### config.mk
export PLATFORM = sky130hd
export DESIGN_NAME = cksum_sched
export DESIGN_NICKNAME = d
export VERILOG_FILES = /design/src/rtl/cksum_sched.sv
export SDC_FILE = /design/constraint.sdc
export NUM_CORES = 1
export LEC_CHECK = 0
export ABC_CLOCK_PERIOD_IN_PS = 4700
export CAP_MARGIN = 20
export CORE_UTILIZATION = 37
export DETAILED_ROUTE_END_ITERATION = 10
export PLACE_DENSITY = 0.74
export REMOVE_ABC_BUFFERS = 1
export SLEW_MARGIN = 20
export SYNTH_ARGS = -nofsm -noshare
export SYNTH_HDL_FRONTEND = slang
export SYNTH_SLANG_ARGS = --single-unit
### constraint.sdc
create_clock -name clk -period 4.7 [get_ports clk]
set_input_delay 1.175 -clock clk [delete_from_list [all_inputs] [get_ports clk]]
set_output_delay 1.175 -clock clk [all_outputs]
set_load 0.03 [all_outputs]
### src/rtl/cksum_sched.sv
// cksum_sched: round-robin arbiter and start/ready sequencer in front of the shared cksum engine.
// Latency: grant one cycle after a request is seen in IDLE; done_o one cycle after engine ready.
// Backpressure: one job in flight; losing requesters hold req_i until their own done_o pulse.
`ifndef ADDR_WIDTH
`define ADDR_WIDTH 16
`endif
`ifndef DATA_WIDTH
`define DATA_WIDTH 16
`endif

module cksum_sched #(
  parameter int NUM_REQ = 4,
  parameter int IDX_W   = 2,
  parameter int TIMEOUT = 1023
) (
  input  logic                           clk,
  input  logic                           rst,
  input  logic [NUM_REQ-1:0]             req_i,
  input  logic [NUM_REQ*`ADDR_WIDTH-1:0] req_addr_i,
  input  logic [NUM_REQ*`DATA_WIDTH-1:0] req_len_i,
  output logic [NUM_REQ-1:0]             done_o,
  output logic                           err_o,
  output logic [15:0]                    result_o,
  output logic [IDX_W-1:0]               grant_idx_o,
  output logic                           busy_o,
  output logic                           eng_start_o,
  output logic [`ADDR_WIDTH-1:0]         eng_addr_o,
  output logic [`DATA_WIDTH-1:0]         eng_len_o,
  input  logic                           eng_ready_i,
  input  logic [15:0]                    eng_val_i
);

  localparam int AW = `ADDR_WIDTH;
  localparam int DW = `DATA_WIDTH;

  typedef enum logic [1:0] {S_IDLE, S_BUSY, S_DONE} state_t;

  state_t             r_state;
  logic [IDX_W-1:0]   r_ptr;
  logic [15:0]        r_cnt;

  logic               w_hi_any;
  logic [IDX_W-1:0]   w_hi_win;
  logic               w_lo_any;
  logic [IDX_W-1:0]   w_lo_win;
  logic               w_any;
  logic [IDX_W-1:0]   w_win;
  logic [AW-1:0]      w_addr;
  logic [DW-1:0]      w_len;
  logic [NUM_REQ-1:0] w_done_vec;

  // Round-robin pick: lowest set bit above the pointer, else lowest set bit at or below it.
  always_comb begin
    w_hi_any = 1'b0;
    w_hi_win = '0;
    w_lo_any = 1'b0;
    w_lo_win = '0;
    for (int i = NUM_REQ - 1; i >= 0; i--) begin
      if (req_i[i]) begin
        if (i > int'(r_ptr)) begin
          w_hi_any = 1'b1;
          w_hi_win = IDX_W'(i);
        end else begin
          w_lo_any = 1'b1;
          w_lo_win = IDX_W'(i);
        end
      end
    end
    w_any  = w_hi_any | w_lo_any;
    w_win  = w_hi_any ? w_hi_win : w_lo_win;
    w_addr = req_addr_i[w_win*AW +: AW];
    w_len  = req_len_i[w_win*DW +: DW];
  end

  assign w_done_vec = {{(NUM_REQ-1){1'b0}}, 1'b1} << grant_idx_o;

  // Job FSM; every output is a register so nothing combinational reaches the ports.
  always_ff @(posedge clk or negedge rst) begin
    if (!rst) begin
      r_state     <= S_IDLE;
      r_ptr       <= IDX_W'(NUM_REQ - 1);
      r_cnt       <= '0;
      done_o      <= '0;
      err_o       <= 1'b0;
      result_o    <= '0;
      grant_idx_o <= '0;
      busy_o      <= 1'b0;
      eng_start_o <= 1'b0;
      eng_addr_o  <= '0;
      eng_len_o   <= '0;
    end else begin
      done_o <= '0;
      err_o  <= 1'b0;
      case (r_state)
        S_IDLE: begin
          if (w_any) begin
            grant_idx_o <= w_win;
            r_ptr       <= w_win;
            eng_addr_o  <= w_addr;
            eng_len_o   <= w_len;
            // A zero-length job passes through BUSY once without ever starting the engine.
            eng_start_o <= (w_len != '0);
            busy_o      <= 1'b1;
            r_cnt       <= '0;
            r_state     <= S_BUSY;
          end
        end
        S_BUSY: begin
          r_cnt <= r_cnt + 16'd1;
          if (eng_len_o == '0) begin
            result_o <= 16'hFFFF;
            done_o   <= w_done_vec;
            r_state  <= S_DONE;
          end else if ((r_cnt != 16'd0) && eng_ready_i) begin
            // Ready in the first BUSY cycle may be left over from the previous job.
            result_o    <= eng_val_i;
            done_o      <= w_done_vec;
            eng_start_o <= 1'b0;
            r_state     <= S_DONE;
          end else if (r_cnt == 16'(TIMEOUT)) begin
            result_o    <= 16'h0000;
            err_o       <= 1'b1;
            done_o      <= w_done_vec;
            eng_start_o <= 1'b0;
            r_state     <= S_DONE;
          end
        end
        S_DONE: begin
          busy_o  <= 1'b0;
          r_state <= S_IDLE;
        end
        default: begin
          busy_o      <= 1'b0;
          eng_start_o <= 1'b0;
          r_state     <= S_IDLE;
        end
      endcase
    end
  end

endmodule

==> summary.md <==
| Metric | Value |
|---|---|
| Worst clock skew | `5.04 ps` |
| Synth Instances | `578` |
| Synth Cell Area | `4360 µm²` |
| FF-to-FF Start | `r_ptr[0]` |
| Inserted Diodes | `0` |
| First-pass iteration count of the detailed router | `5` |
| Leading area contributor after synthesis | `dfrtp_1` |
| Avg Inst Size Synth | `7.55 µm²` |
| Worst slew pin tran | `930 ps` |
| Buffers on Ports | `207` |
| Type of the worst min-delay path | `reg2reg` |
| Post-synth top area share | `0.430` |
| WL per Instance | `15.2 µm` |
| Fraction of layout cells with a size suffix above 1 | `0.0427` |
| Hold Path Origin | `eng_addr_o[3]` |
| Clock tree buffer depth | `2` |
| Final Setup Violations | `0` |
| Vias in the first global route | `4720` |
| DRC Markers | `0` |
| GPL Wtd Cong | `0.865` |
| Crit path max-delay cell type | `or4_1` |
| Req. time, crit path | `4900 ps` |
| Hold Fails Final Rpt | `0` |
| Final ANT Viol Nets | `0` |
| Status | `completed` |
| Largest net degree at the start of global routing | `78` |
| Most used cell, CP | `mux2i_1` |
| Critical path arrival | `4010 ps` |
| Max Clk Rate | `0.262 GHz` |
| DR vias/cell | `5.29` |
| Post-cts hold buffer count | `0` |
| Die area | `12200 µm²` |
| GRT overflow | `0` |
| CP Cell Sequence | `clkdlybuf4s50_1, nor2_1, o311a_4, mux2i_1, mux2i_1, or4_1, nor4b_1, a2bb2oi_1` |
| Max cap viols | `0` |
| Clock latency at the later pin of the worst-skew pair | `330 ps` |
| Ys Warns | `0` |
| CTS buffer count | `9` |
| Leakage | `0.00303 µW` |
| Initial Util | `0.380` |
| Post-CTS Setup Inserts | `0` |
| Unique masters post-synth | `42` |
| Final total power | `4160 µW` |
| Global-route wire length before repair | `22.4 mm` |
| Worst-path clk slew | `60 ps` |
| Count leader, synth | `nand2_1` |
| Synth top area cells | `dfrtp_1 43%, nand2_1 18%, nand3_1 8.6%, mux2i_1 5.3%, o21ai_0 4.1%` |
| Period minus WS final | `3810 ps` |
| Kind of end point of the critical path | `flip-flop` |
| Cell Rows | `39` |
| Die width | `111 µm` |
| Post-Route WL | `13.9 mm` |
| CP startpoint | `req_i[1]` |
| Crit-path max FO | `30` |
| Worst vdd ir | `0.000393 V` |
| Max-slew violations | `0` |
| Main synth FF type | `dfrtp_1` |
| Crit path kind | `in2reg` |
| Die Y | `111 µm` |
| Initial antenna violation count | `0` |
| Detailed Place HPWL | `10.4 mm` |
| Tcrit/Tclk final | `0.812` |
| Worst Setup Start Kind | `input port` |
| Post-cts gate resize count | `0` |
| Final WS setup | `885 ps` |
| Clk sinks | `77` |
| Relative slew slack | `0.380` |
| GRT Total Usage | `0.227` |
| CP max stage delay | `560 ps` |
| Iteration-0 DRC Markers | `330` |
| Pwr Density | `606 nW/µm²` |
| Ys async rst share | `1.00` |
| Ports | `208` |
| # nets final | `921` |
| H-tree lvl count | `3` |
| Top post-synthesis cells by count | `209 x nand2_1, 75 x dfrtp_1, 75 x nand3_1` |
| Vias | `4846` |
| RSZ-0062 raised after global routing | `false` |
| Synthesis-stage register bit count | `77` |
| Register area share after synthesis | `0.442` |
| Number of enable flip-flop cells after synthesis | `0` |
| Fill cell count | `1031` |
| P&R area growth vs syn | `57.4%` |
| Core area | `11500 µm²` |
| CTS tree | `yes` |
| Clock root cell | `clkbuf_16` |
| Pre-CTS WS | `557 ps` |
kinds of logic after synthesis:
family | Yosys count | synth area share
muxes | 23 | 0.0528
and+or+nand+nor | 361 | 0.360
adders and majority gates | 2 | 0.00573
DFF | 77 | 0.442
AOI/OAI and AO/OA | 73 | 0.101
buffers and inverters | 42 | 0.0384
through the flow:
stage | hold WS (ps) | std cells | setup TNS [ps] | util | instance area (µm²)
after detailed placement | 463 | 900 | 0 | 0.573 | 6580
final | 473 | 916 | 0 | 0.599 | 6870
after floorplan | 449 | 542 | -2660 | - | 4220
after global routing | 508 | 916 | 0 | 0.599 | 6870
after CTS | 478 | 916 | 0 | 0.599 | 6870
after global placement | 459 | 899 | 0 | 0.571 | 6550
cells in the final DEF, fill, tap and decap left out, drive strengths merged, types with 5 or more instances in the layout:
cell and n:
a21oi 10, a31oi 6, and3 5, buf 9, clkbuf 10, clkdlybuf4s50 206
dfrtp 75, inv 6, mux2i 23, nand2 209, nand3 75, nor2 33
nor3 9, nor4 7, o21ai 40, or4 5
metal layers:
layer | share of wire | up-vias | wire length (µm) | global-route usage
li1 | - | 2343 | - | -
met1 | 0.40 | 2261 | 5550 | 0.254
met2 | 0.51 | 214 | 7050 | 0.405
met3 | 0.065 | 28 | 900 | 0.0527
met4 | 0.029 | 0 | 408 | 0.107
met5 | 0 | - | 0 | 0
critical path, delay by kind of cell:
family                 cells  cell delay, ps
AOI/OAI and AO/OA          2             650
buffers and inverters      1             430
muxes                      2             350
and+or+nand+nor            3            1390
power by group:
part | switching (µW) | total, µW | internal [µW]
Combinational | 1430 | 2360 | 928
Clock | 262 | 672 | 410
Sequential | 197 | 1130 | 933
Total | 1890 | 4160 | 2270
layout make-up:
class,count,area [µm²],area share
clock inverter,6,63.8,0.00929
multi-input combinational,459,2300,0.334
clock buffer,10,229,0.0333
inverter,6,22.5,0.00328
sequential,77,1930,0.281
tap,143,179,0.0260
timing repair buffer,215,2150,0.313
path summary, 6_finish.rpt:
| path | end | slack, ps | cells past startpoint |
|---|---|---|---|
| worst max-delay path | eng_start_o | 890 | 8 |
| worst min-delay path | eng_addr_o[3] | 470 | 2 |
| worst max register to register | eng_start_o | 1960 | 8 |
| worst min register to register | eng_addr_o[3] | 470 | 2 |
| max in group asynchronous | eng_addr_o[2] | 3120 | 1 |
| min in group asynchronous | result_o[9] | 1000 | 1 |
state kept, by name, indices dropped and copies added, names as in the netlist:
signal / cells
err_o: 1
busy_o: 1
r_cnt: 16
done_o: 4
r_ptr: 2
eng_start_o: 1
result_o: 16
r_state: 2
grant_idx_o: 2
eng_len_o: 16
eng_addr_o: 16
No activity file was read; power rests on OpenSTA's default activity.
